==> src/rtl/sdram_ctrl_mc_pkg.sv <==
// Shared encodings and default timings for the multi-channel SDRAM
// command controller.
package sdram_ctrl_mc_pkg;

  typedef enum logic [3:0] {
    I_WAIT, I_PRE, I_TRP, I_REF1, I_TRF1,
    I_REF2, I_TRF2, I_MRS, I_TMRD, I_DONE
  } init_e;

  typedef enum logic [3:0] {
    W_IDLE, W_ACT, W_TRCD, W_RD, W_CL, W_RDATA,
    W_WR, W_WDATA, W_TWR, W_AR, W_TRFC
  } work_e;

  typedef enum logic [2:0] {
    CMD_NOP = 3'd0,
    CMD_PRE = 3'd1,
    CMD_REF = 3'd2,
    CMD_MRS = 3'd3,
    CMD_ACT = 3'd4,
    CMD_RD  = 3'd5,
    CMD_WR  = 3'd6
  } cmd_e;

  localparam int DEF_T_INIT  = 20000;
  localparam int DEF_T_RP    = 2;
  localparam int DEF_T_RFC   = 7;
  localparam int DEF_T_MRD   = 2;
  localparam int DEF_T_RCD   = 2;
  localparam int DEF_CL      = 3;
  localparam int DEF_T_WR    = 2;
  localparam int DEF_T_REFI  = 750;
  localparam int DEF_REF_MAX = 4;

endpackage

==> src/rtl/sdram_ctrl_mc_rr_arbiter.sv <==
// Round-robin arbiter: search starts after the last accepted channel,
// pointer moves only when the owner accepts the grant.
module sdram_ctrl_mc_rr_arbiter #(
  parameter int NCH = 2
) (
  input  logic           clk,
  input  logic           rst_n,
  input  logic [NCH-1:0] i_req,
  input  logic           i_accept,
  output logic [NCH-1:0] o_gnt,
  output logic           o_found
);

  localparam int CH_W = (NCH > 1) ? $clog2(NCH) : 1;

  logic [CH_W-1:0] r_last;
  logic [CH_W-1:0] w_idx;

  // Channels above the pointer first, then wrap to the low ones.
  always_comb begin
    o_gnt   = '0;
    o_found = 1'b0;
    w_idx   = r_last;
    for (int j = 0; j < NCH; j++) begin
      if (!o_found && (CH_W'(j) > r_last) && i_req[j]) begin
        o_gnt[j] = 1'b1;
        o_found  = 1'b1;
        w_idx    = CH_W'(j);
      end
    end
    for (int j = 0; j < NCH; j++) begin
      if (!o_found && i_req[j]) begin
        o_gnt[j] = 1'b1;
        o_found  = 1'b1;
        w_idx    = CH_W'(j);
      end
    end
  end

  always_ff @(posedge clk) begin
    if (!rst_n)
      r_last <= CH_W'(NCH - 1);
    else if (i_accept && o_found)
      r_last <= w_idx;
  end

endmodule

==> src/rtl/sdram_ctrl_mc.sv <==
// Multi-channel SDRAM command controller: power-up init, round-robin
// burst scheduling and postponable auto-refresh.
module sdram_ctrl_mc
  import sdram_ctrl_mc_pkg::*;
#(
  parameter int NCH     = 2,
  parameter int LEN_W   = 9,
  parameter int T_INIT  = DEF_T_INIT,
  parameter int T_RP    = DEF_T_RP,
  parameter int T_RFC   = DEF_T_RFC,
  parameter int T_MRD   = DEF_T_MRD,
  parameter int T_RCD   = DEF_T_RCD,
  parameter int CL      = DEF_CL,
  parameter int T_WR    = DEF_T_WR,
  parameter int T_REFI  = DEF_T_REFI,
  parameter int REF_MAX = DEF_REF_MAX
) (
  input  logic                       clk_100m,
  input  logic                       rst_n,
  input  logic [NCH-1:0]             rd_req,
  input  logic [NCH-1:0]             wr_req,
  input  logic [NCH*LEN_W-1:0]       xfer_len,
  output logic [NCH-1:0]             grant,
  output logic [2:0]                 sdram_cmd,
  output logic                       rd_ack,
  output logic                       wr_ack,
  output logic                       xfer_done,
  output logic                       sys_rw_n,
  output logic                       init_done,
  output logic                       busy,
  output logic [$clog2(REF_MAX+1)-1:0] ref_pending
);

  localparam int CNT_W =
    $clog2(T_INIT + T_RP + T_RFC + T_MRD + T_RCD + CL + T_WR + 2);
  localparam int RC_W = $clog2(T_REFI + 1);
  localparam int PW   = $clog2(REF_MAX + 1);

  init_e            r_init;
  work_e            r_work;
  logic [CNT_W-1:0] r_cnt;
  logic [LEN_W-1:0] r_beat;
  logic [LEN_W-1:0] r_last_beat;
  logic [NCH-1:0]   r_grant;
  logic             r_rw_n;
  logic [RC_W-1:0]  r_rcnt;
  logic [PW-1:0]    r_pend;

  logic [NCH-1:0]   w_gnt;
  logic             w_found;
  logic             w_idle;
  logic             w_force;
  logic             w_accept;
  logic             w_ar_go;
  logic             w_tick;
  logic [LEN_W-1:0] w_len;
  logic [LEN_W-1:0] w_last;
  cmd_e             w_cmd;

  sdram_ctrl_mc_rr_arbiter #(.NCH(NCH)) u_arb (
    .clk      (clk_100m),
    .rst_n    (rst_n),
    .i_req    (rd_req | wr_req),
    .i_accept (w_accept),
    .o_gnt    (w_gnt),
    .o_found  (w_found)
  );

  assign w_idle   = (r_init == I_DONE) && (r_work == W_IDLE);
  assign w_force  = w_idle && (r_pend == PW'(REF_MAX));
  assign w_accept = w_idle && !w_force && w_found;
  assign w_ar_go  = w_force || (w_idle && !w_found && (r_pend != '0));
  assign w_tick   = (r_init == I_DONE) && (r_rcnt == RC_W'(T_REFI - 1));

  always_comb begin
    w_len = '0;
    for (int j = 0; j < NCH; j++)
      if (w_gnt[j]) w_len = xfer_len[j*LEN_W +: LEN_W];
  end

  // A length of zero is a single beat, same as one.
  assign w_last = (w_len == '0) ? '0 : w_len - LEN_W'(1);

  always_ff @(posedge clk_100m) begin
    if (!rst_n) begin
      r_init      <= (T_INIT > 0) ? I_WAIT : I_PRE;
      r_work      <= W_IDLE;
      r_cnt       <= '0;
      r_beat      <= '0;
      r_last_beat <= '0;
      r_grant     <= '0;
      r_rw_n      <= 1'b0;
    end else begin
      case (r_init)
        I_WAIT:
          if (r_cnt == CNT_W'(T_INIT - 1)) begin
            r_init <= I_PRE;
            r_cnt  <= '0;
          end else r_cnt <= r_cnt + CNT_W'(1);
        I_PRE: begin
          r_cnt  <= '0;
          r_init <= (T_RP > 1) ? I_TRP : I_REF1;
        end
        I_TRP:
          if (r_cnt == CNT_W'(T_RP - 2)) begin
            r_init <= I_REF1;
            r_cnt  <= '0;
          end else r_cnt <= r_cnt + CNT_W'(1);
        I_REF1: begin
          r_cnt  <= '0;
          r_init <= (T_RFC > 1) ? I_TRF1 : I_REF2;
        end
        I_TRF1:
          if (r_cnt == CNT_W'(T_RFC - 2)) begin
            r_init <= I_REF2;
            r_cnt  <= '0;
          end else r_cnt <= r_cnt + CNT_W'(1);
        I_REF2: begin
          r_cnt  <= '0;
          r_init <= (T_RFC > 1) ? I_TRF2 : I_MRS;
        end
        I_TRF2:
          if (r_cnt == CNT_W'(T_RFC - 2)) begin
            r_init <= I_MRS;
            r_cnt  <= '0;
          end else r_cnt <= r_cnt + CNT_W'(1);
        I_MRS: begin
          r_cnt  <= '0;
          r_init <= (T_MRD > 1) ? I_TMRD : I_DONE;
        end
        I_TMRD:
          if (r_cnt == CNT_W'(T_MRD - 2)) begin
            r_init <= I_DONE;
            r_cnt  <= '0;
          end else r_cnt <= r_cnt + CNT_W'(1);
        I_DONE:
          case (r_work)
            W_IDLE:
              if (w_ar_go) r_work <= W_AR;
              else if (w_accept) begin
                r_work      <= W_ACT;
                r_grant     <= w_gnt;
                r_rw_n      <= ~|(rd_req & w_gnt);
                r_last_beat <= w_last;
              end
            W_ACT: begin
              r_cnt  <= '0;
              r_work <= (T_RCD > 1) ? W_TRCD : (r_rw_n ? W_WR : W_RD);
            end
            W_TRCD:
              if (r_cnt == CNT_W'(T_RCD - 2)) begin
                r_cnt  <= '0;
                r_work <= r_rw_n ? W_WR : W_RD;
              end else r_cnt <= r_cnt + CNT_W'(1);
            W_RD: begin
              r_cnt  <= '0;
              r_beat <= '0;
              r_work <= (CL > 1) ? W_CL : W_RDATA;
            end
            W_CL:
              if (r_cnt == CNT_W'(CL - 2)) begin
                r_cnt  <= '0;
                r_work <= W_RDATA;
              end else r_cnt <= r_cnt + CNT_W'(1);
            W_RDATA:
              if (r_beat == r_last_beat) begin
                r_work  <= W_IDLE;
                r_grant <= '0;
              end else r_beat <= r_beat + LEN_W'(1);
            W_WR: begin
              r_cnt <= '0;
              if (r_last_beat == '0) r_work <= W_TWR;
              else begin
                r_work <= W_WDATA;
                r_beat <= LEN_W'(1);
              end
            end
            W_WDATA:
              if (r_beat == r_last_beat) r_work <= W_TWR;
              else r_beat <= r_beat + LEN_W'(1);
            W_TWR:
              if (r_cnt == CNT_W'(T_WR - 1)) begin
                r_cnt   <= '0;
                r_work  <= W_IDLE;
                r_grant <= '0;
              end else r_cnt <= r_cnt + CNT_W'(1);
            W_AR: begin
              r_cnt  <= '0;
              r_work <= (T_RFC > 1) ? W_TRFC : W_IDLE;
            end
            W_TRFC:
              if (r_cnt == CNT_W'(T_RFC - 2)) begin
                r_cnt  <= '0;
                r_work <= W_IDLE;
              end else r_cnt <= r_cnt + CNT_W'(1);
            default: r_work <= W_IDLE;
          endcase
        default: r_init <= I_WAIT;
      endcase
    end
  end

  // Refresh owed count: tick adds, AR entry consumes, both cancel out.
  always_ff @(posedge clk_100m) begin
    if (!rst_n) begin
      r_rcnt <= '0;
      r_pend <= '0;
    end else begin
      if (r_init == I_DONE)
        r_rcnt <= w_tick ? '0 : r_rcnt + RC_W'(1);
      case ({w_tick, w_ar_go})
        2'b10:
          if (r_pend != PW'(REF_MAX)) r_pend <= r_pend + PW'(1);
        2'b01: r_pend <= r_pend - PW'(1);
        default: r_pend <= r_pend;
      endcase
    end
  end

  always_comb begin
    w_cmd = CMD_NOP;
    case (r_init)
      I_PRE:  w_cmd = CMD_PRE;
      I_REF1: w_cmd = CMD_REF;
      I_REF2: w_cmd = CMD_REF;
      I_MRS:  w_cmd = CMD_MRS;
      I_DONE:
        case (r_work)
          W_ACT:   w_cmd = CMD_ACT;
          W_RD:    w_cmd = CMD_RD;
          W_WR:    w_cmd = CMD_WR;
          W_AR:    w_cmd = CMD_REF;
          default: w_cmd = CMD_NOP;
        endcase
      default: w_cmd = CMD_NOP;
    endcase
  end

  assign sdram_cmd   = w_cmd;
  assign grant       = r_grant;
  assign sys_rw_n    = r_rw_n;
  assign init_done   = (r_init == I_DONE);
  assign busy        = !w_idle;
  assign ref_pending = r_pend;
  assign rd_ack      = (r_work == W_RDATA);
  assign wr_ack      = (r_work == W_WR) || (r_work == W_WDATA);
  assign xfer_done   =
    ((r_work == W_RDATA) && (r_beat == r_last_beat)) ||
    ((r_work == W_TWR) && (r_cnt == CNT_W'(T_WR - 1)));

endmodule

==> config.mk <==
export PLATFORM = sky130hd
export DESIGN_NAME = sdram_ctrl_mc
export DESIGN_NICKNAME = d
export VERILOG_FILES = /design/src/rtl/sdram_ctrl_mc_pkg.sv /design/src/rtl/sdram_ctrl_mc_rr_arbiter.sv /design/src/rtl/sdram_ctrl_mc.sv
export SDC_FILE = /design/constraint.sdc
export NUM_CORES = 1
export LEC_CHECK = 0
export CORE_MARGIN = 2
export CORE_UTILIZATION = 58
export DETAILED_ROUTE_END_ITERATION = 6
export HOLD_SLACK_MARGIN = 0.12
export PLACE_DENSITY = 0.91
export SETUP_SLACK_MARGIN = 0.02
export SLEW_MARGIN = 20
export SYNTH_ARGS = -nofsm -noshare
export SYNTH_HDL_FRONTEND = slang
export SYNTH_SLANG_ARGS = --single-unit
==> constraint.sdc <==
create_clock -name clk_100m -period 3.4 [get_ports clk_100m]
set_input_delay 0.68 -clock clk_100m [delete_from_list [all_inputs] [get_ports clk_100m]]
set_output_delay 0.68 -clock clk_100m [all_outputs]
set_load 0.02 [all_outputs]
* After elaboration in Yosys (flattened, before gate mapping) *
Cells that the tools add are included.

cells by class
  add/sub/neg operators = 6
  $lt $le $gt $ge = 2
  equal/unequal tests = 46
  mux-type cells = 50
  bitwise operators = 4
  reductions and logical operators = 52

operators by type and width
  operator                                                           count
  15-bit case mux with 5 select lines                                1
  15-bit 2-to-1 mux                                                  4
  15-bit case mux with 4 select lines                                1
  4-bit 2-to-1 mux                                                   14
  9-bit 2-to-1 mux                                                   5
  4-bit case mux with 11 select lines                                1
  4-bit case mux with 10 select lines                                1
  4-bit by 3-bit == test with 1-bit output (second input constant)   8
  9-bit case mux with 3 select lines                                 1
  2-bit != test (second input constant)                              12
  3-bit case mux with 4 select lines                                 2
  4-bit == test (second input constant)                              5
  9-bit zero test                                                    2
  4-bit by 2-bit == test with 1-bit output (second input constant)   4
  15-bit by 1-bit adder with 15-bit output (second input constant)   1
  15-bit by 1-bit == test with 1-bit output (second input constant)  1
  15-bit == test (second input constant)                             1
  15-bit by 3-bit == test with 1-bit output (second input constant)  1
  1-bit logical AND                                                  15
  15-bit zero test                                                   1
  6-bit AND reduction                                                2
  2-bit OR reduction                                                 6
  1-bit 2-to-1 mux                                                   11
  10-bit by 1-bit adder with 10-bit output (second input constant)   1
  other kinds (34)                                                   59

storage, ports and cells
  flip-flop bits (word level) = 58
  bits of input ports = 24
  output and inout port bits = 14
  word-level logic and storage cells = 170

* Logic depth before layout (Yosys ltp) *
Gate-level depths: netlist of run 1.

  word-level depth = 20
  mapped depth = 10
  mapped depth without buffers = 10

* By module *
From an unflattened synthesis of run 1, not the netlist that was laid out.

unflattened totals
  cell total of the unflattened synthesis = 486
  area total of the unflattened synthesis = 3756.1 µm²

by module, submodules not included
  module                    times used  cells each  area each (µm²)
  sdram_ctrl_mc             1           478         3691.0
  sdram_ctrl_mc_rr_arbiter  1           8           65.1

* Least setup slack after synthesis of run 1 *
Ideal clock, no wire load.

  kind = input port to flip-flop
  from = in wr_req[1]
  to = reg r_last_beat[3]
  setup time = 0.123 ns
  data arrival time = 2.555 ns
  slack = 0.722 ns
  stages = 9
  path buffers = 0
  path through = nor2_1 nor2_1 a22oi_1 ha_1 o31ai_1 or4_1 or2_2 nand3_1 o21ai_0

between the ends
  longest elaborated chain between the ends = 15

RTL lines
  item                                                                                                  RTL line              source
  from (decl)                                                                                           sdram_ctrl_mc.sv:21   input logic [NCH-1:0] wr_req,
  2-bit OR *                                                                                            sdram_ctrl_mc.sv:63   .i_req (rd_req | wr_req),
  parallel branches: the longest is 14 deep, another holds 9-bit by 1-bit subtractor with 9-bit output  --
  to (signal assigned)                                                                                  sdram_ctrl_mc.sv:144  r_last_beat <= w_last;
  to (decl)                                                                                             sdram_ctrl_mc.sv:43   logic [LEN_W-1:0] r_last_beat;

Every way passes the cells marked *.
A chain may end at the register's enable or synchronous reset.

* Worst setup path in the final report of run 1 *
  from = reg r_work[2]
  to = out sdram_cmd[1]

between the ends
  longest elaborated chain between the ends = 3

RTL lines
  item                                         RTL line              source
  from (decl)                                  sdram_ctrl_mc.sv:40   work_e r_work;
  from (signal assigned)                       sdram_ctrl_mc.sv:148  r_work <= (T_RCD > 1) ? W_TRCD : (r_rw_n ? W_WR : W_RD);
  from (signal assigned)                       sdram_ctrl_mc.sv:153  r_work <= r_rw_n ? W_WR : W_RD;
  from (signal assigned)                       sdram_ctrl_mc.sv:158  r_work <= (CL > 1) ? W_CL : W_RDATA;
  4-bit == test, or another cell as far along  sdram_ctrl_mc.sv:228  case (r_work)
  3-bit case mux with 4 select lines *         sdram_ctrl_mc.sv:228
  3-bit case mux with 4 select lines *         sdram_ctrl_mc.sv:222  case (r_init)
  to (decl)                                    sdram_ctrl_mc.sv:24   output logic [2:0] sdram_cmd,

Mark *: on every way between the ends. The rest lies on a longest branch, timed or not.

==> impl_metrics.ini, run 1 <==
[critical_path]
crit_fanout = 18
endpoint_kind = primary output
critPathLaunchType = flip-flop
crit_arrival_ns = 2.48
crit_type = flip-flop to primary output
crit_required_ns = 2.72

[timing]
clock_skew_ns = 0.0118
holdWs_ns = 0.501
rsz0062_at_grt = no
fmax_mhz = 316
setup-violations-final = 0
drv_slew = 0
final_hold_viol_count = 0
period_needed_ns = 3.16
period_share_pct = 93.0
worst_pin_slew_ns = 0.676
slew_headroom_pct = 54.5
tns_ns = 0

[die]
dieArea_um2 = 7430
die_h_um = 86.2
io_pins = 38
dieWidth_um = 86.2
core.rowCount = 29
coreArea_um2 = 6460
initial_core_util_pct = 60.7

[place]
place.gp.congestion = 0.938
place_area_um2 = 4330
dp.cells = 590
dp_hpwl_um = 7030
numPortBuffers = 37

[grt]
grt_first_pass_wirelength_um = 15900
grt_pass1_vias = 3521
grt_max_degree = 19
grt_usage_pct = 26.5
antenna_found_initial = 0
overflow = 0

[yosys]
synth_top_cell_by_area = dfxtp_1
synth-async-reset-ratio_pct = 0
yosys_warnings = 0
synth_cells = 490
netlist_area_um2 = 3920
yosysSeqAreaShare_pct = 29.6
synth_top_area_share_pct = 29.6
synthFlopType = dfxtp_1
syn_avg_cell_area_um2 = 8.00
ys_ff_latch = 58
ys_types = 71
syn_nets = 522
yosys-top-cells-area = dfxtp_1 (30%), nor2_1 (5.9%), xnor2_1 (5.6%)
synth-edff-count = 0

[route]
drc = 0
vias = 3764
drt_iter0_drc = 345
ant_nets = 0
drtPass1Iterations = 5
wirelength_um = 9450
wl_per_cell_um = 15.6
viasPerCell = 6.21

[final_layout]
drive_gt1_share_pct = 11.5
design_area_um2 = 4490
syn2layout_area_growth_pct = 14.6
fin_cells = 606
antenna_cells = 0
nets = 556

[job]
drv_cap = 0

[outcome]
status = finished, final reports clean

[clock_network]
clockRootBuffer = clkbuf_8
cts_buffer_depth = 2
cts_setup_buffers = 0
cts_sinks = 58
cts-resized-gates = 0
numCtsBuffers = 9
ctsHoldBuffers = 0
h-tree-depth = 3
clk_pin_slew_ns = 0.06
cts_tree = yes
clock_latency_ns = 0.35

[power_and_ir_drop]
power_mw = 1.39
power_density_nw_per_um2 = 309
leakage_nw = 1.54
ir_drop_uv = 180

[hold_path]
hp-class = flip-flop to flip-flop
where the power goes:
group	internal, mW	total (mW)	switching, mW	leakage [nW]
clock	0.281	0.553	0.272	0.0872
sequential	0.685	0.691	0.00658	0.468
combinational	0.0675	0.142	0.0745	0.984
worst paths after layout:
kind	cells after the start	start	to	slack (ns)
max	7	r_work[2]	sdram_cmd[1]	0.24
min	2	r_last_beat[0]	r_last_beat[0]	0.50
max reg2reg	9	r_init[3]	ref_pending[2]	0.77
min reg2reg	2	r_last_beat[0]	r_last_beat[0]	0.50
per-stage QoR:
| stage | utilization (%) | worst slack (ns) |
|---|---|---|
| after floorplan | - | 0.722 |
| after global placement | 67.0 | 0.143 |
| after detailed placement | 67.0 | 0.0395 |
| after CTS | 69.5 | 0.255 |
| after global routing | 69.5 | 0.119 |
| final | 69.5 | 0.239 |
Yosys cell counts (3+ instances only):
library cell,number
nor2_1,62
dfxtp_1,58
nand3_1,33
a21oi_1,30
nand2_1,30
xnor2_1,25
nor3_1,22
inv_1,21
o21ai_0,18
nand4_1,15
xor2_1,12
o21ai_1,11
clkbuf_1,10
buf_2,8
a22oi_1,7
ha_1,7
nand2b_1,7
nor4_1,7
or2_2,7
or3_1,7
and3_1,5
a211oi_1,4
nor4_4,4
o21a_1,4
a21oi_2,3
and2_1,3
buf_4,3
buf_6,3
mux2i_1,3
nor3b_2,3
o221ai_1,3
or4_1,3
layout make-up:
cell class                 instances  area (µm²)
tap                               77        96.3
clock buffer                      13         149
sequential                        58        1160
timing repair buffer              47         445
fill                             499        1970
clock inverter                     3        15.0
inverter                          22        82.6
multi-input combinational        386        2540
cells in the final DEF, fill, tap and decap left out, types with 4 or more instances in the layout:
cell / Yosys / layout
a211oi_1: 4 / 4
a21oi_1: 30 / 30
a22oi_1: 7 / 7
and3_1: 5 / 5
buf_4: 3 / 10
clkbuf_8: 0 / 10
clkdlybuf4s50_1: 0 / 37
dfxtp_1: 58 / 58
ha_1: 7 / 7
inv_1: 21 / 21
nand2_1: 30 / 30
nand2b_1: 7 / 7
nand3_1: 33 / 33
nand4_1: 15 / 15
nor2_1: 62 / 62
nor3_1: 22 / 22
nor4_1: 7 / 7
nor4_4: 4 / 4
o21a_1: 4 / 4
o21ai_0: 18 / 18
o21ai_1: 11 / 11
or2_2: 7 / 7
or3_1: 7 / 7
xnor2_1: 25 / 25
xor2_1: 12 / 12
metal layers:
metal	GRT usage (%)	share of wire [%]	vias up
met1	33.9	44	1734
met5	0	0	-
met2	44.0	47	158
li1	-	-	1845
met4	13.1	2.8	0
met3	3.81	6.6	27
worst max-delay path, stage by stage, from the launching register on:
cell	delay (ns)
dfxtp_1	0.69
nor2b_1	0.26
nand2_1	0.11
o21ai_0	0.10
nand3_1	0.10
o21a_1	0.13
nor2_1	0.13
clkdlybuf4s50_1	0.62
state kept, by name, indices dropped and copies added, names as in the netlist:
signal        count
sys_rw_n          1
grant             2
r_cnt            15
u_arb.r_last      1
r_work            4
r_init            4
r_beat            9
r_last_beat       9
r_rcnt           10
ref_pending       3
logic make-up after synthesis:
family,count (synthesis),share of synthesized area (%)
mux,4,1.05
xor+xnor,37,8.27
buf+inv,46,5.52
compound gates,108,19.5
simple gates,229,33.3
flops,58,29.6
fa+ha+maj,8,2.74
Power figures use the tool's default switching activity.
==> inputs of run 2 (changes only) <==
--- a/config.mk
+++ b/config.mk
@@ -5,13 +5,14 @@
 export SDC_FILE = /design/constraint.sdc
 export NUM_CORES = 1
 export LEC_CHECK = 0
+export ABC_AREA = 0
 export CORE_MARGIN = 2
-export CORE_UTILIZATION = 58
+export CORE_UTILIZATION = 28
 export DETAILED_ROUTE_END_ITERATION = 6
 export HOLD_SLACK_MARGIN = 0.12
-export PLACE_DENSITY = 0.91
+export PLACE_DENSITY = 0.55
 export SETUP_SLACK_MARGIN = 0.02
-export SLEW_MARGIN = 20
+export SLEW_MARGIN = 0
 export SYNTH_ARGS = -nofsm -noshare
 export SYNTH_HDL_FRONTEND = slang
 export SYNTH_SLANG_ARGS = --single-unit
==> impl_metrics.ini, run 2 (synthesized netlist as in run 1, its figures left out) <==
[timing]
tns_ns = 0
fmax_mhz = 323
final_hold_viol_count = 0
clock_skew_ns = 0.00680
slew_headroom_pct = 59.1
drv_slew = 0
period_needed_ns = 3.09
rsz0062_at_grt = no
period_share_pct = 91.0
worst_pin_slew_ns = 0.608
setup-violations-final = 0

[final_layout]
largest_reg_flops = 15
most-common-layout-cells = nor2_1 (62), dfxtp_1 (57), clkdlybuf4s50_1 (37)
drive_gt1_share_pct = 11.9
multi_input_area_um2 = 2540
fill_cells = 1490
largest_register = r_cnt
syn2layout_area_growth_pct = 21.3
reg.largest.list = r_cnt x15, r_rcnt x10
nets = 558
seqCellArea_um2 = 1160
layout_commonest_cell = nor2_1
antenna_cells = 0
utilization_pct = 34.5

[critical_path]
crit_fanout = 5
crit_arrival_ns = 2.41
critPathLaunchType = flip-flop
crit_required_ns = 2.72
r2r_slack_ns = 0.76
r2r_end = sys_rw_n
r2r_cells = 6
crit_start = r_beat[0]
crit_type = flip-flop to primary output
worstReg2RegStart = r_init[3]
crit_end = xfer_done
endpoint_kind = primary output

[clock_network]
ctsHoldBuffers = 0
cts_tree = yes
numCtsBuffers = 9
cts_buffer_depth = 2
clockRootBuffer = clkbuf_16
h-tree-depth = 3
cts-resized-gates = 0
cts_setup_buffers = 0
clk_pin_slew_ns = 0.05
cts_sinks = 58
clock_latency_ns = 0.33

[hold_path]
worstHoldPathCells = 2
hp-class = flip-flop to flip-flop

[place]
numPortBuffers = 37
place.gp.congestion = 0.835
dp_hpwl_um = 7230

[route]
drt_iter0_drc = 228
drc = 0
vias = 3560
drtPass1Iterations = 5
wirelength_um = 9670
ant_nets = 0
wl_per_cell_um = 13.6
viasPerCell = 5.01

[job]
drv_cap = 0

[die]
coreArea_um2 = 13800
io_pins = 38
dieArea_um2 = 15000
dieWidth_um = 122
die_h_um = 122
core.rowCount = 43
initial_core_util_pct = 28.5

[power_and_ir_drop]
ir_drop_uv = 237
power_density_nw_per_um2 = 359
leakage_nw = 1.60

[grt]
grt_first_pass_wirelength_um = 16300
grt_max_degree = 19
grt_pass1_vias = 3366
overflow = 0
antenna_found_initial = 0
grt_usage_pct = 13.7

[outcome]
status = finished, final reports clean
run 2: cell types whose count changed in the layout (fill, tap and decap cells not counted), sizes merged:
cell	change
buf	+2
bufinv	+1
clkinv	-1
run 2: per-stage QoR:
stage                     hold slack (ns)  cell area [µm²]  instances  setup WS (ns)  total power, mW
after floorplan                     0.453             3920        490          0.722            0.783
after global routing                0.516             4750        711          0.160             1.77
final                               0.479             4750        711          0.308             1.70
after global placement              0.469             4470        695          0.144            0.846
after CTS                           0.478             4750        711          0.201             1.72
after detailed placement            0.473             4470        695         0.0698            0.848
run 2: area by class of cell:
cell class	instances	area share, %
multi-input combinational	386	53.5
sequential	58	24.5
timing repair buffer	49	9.69
clock buffer	13	5.05
tap	180	4.74
inverter	22	1.74
clock inverter	3	0.842
run 2: power breakdown:
group          internal [mW]  switching, mW
logic                 0.0686         0.0729
clock network          0.565          0.306
registers              0.686        0.00582
run 2: how the worst min path moves through the flow:
stage / from / to / slack [ns]
2_1_floorplan: r_last_beat[8] / r_last_beat[8] / 0.45
3_3_place_gp: r_last_beat[8] / r_last_beat[8] / 0.47
3_5_place_dp: r_last_beat[8] / r_last_beat[8] / 0.47
4_1_cts: r_last_beat[8] / r_last_beat[8] / 0.48
5_1_grt: r_last_beat[8] / r_last_beat[8] / 0.52
6_report: r_last_beat[8] / r_last_beat[8] / 0.48
run 2: critical path, cell delays in order, from the launching register on:
cell	delay, ns
dfxtp_1	0.43
xnor2_1	0.15
nand3_1	0.20
nor3_4	0.33
nand2_1	0.16
o21ai_0	0.16
clkdlybuf4s50_1	0.66
run 2: routing by layer:
layer	routed length, µm	track usage, %	vias to the layer above
met4	192	5.60	0
met2	4250	21.0	73
met3	504	3.49	11
met1	4720	18.4	1626
met5	0	0	-
li1	-	-	1850
==> inputs of run 3 (changes only) <==
--- a/config.mk
+++ b/config.mk
@@ -6,6 +6,7 @@
 export NUM_CORES = 1
 export LEC_CHECK = 0
 export ABC_AREA = 0
+export CAP_MARGIN = 0
 export CORE_MARGIN = 2
 export CORE_UTILIZATION = 28
 export DETAILED_ROUTE_END_ITERATION = 6
==> results of run 3 <==
Final layout, timing and power as in run 2 (identical DEF).
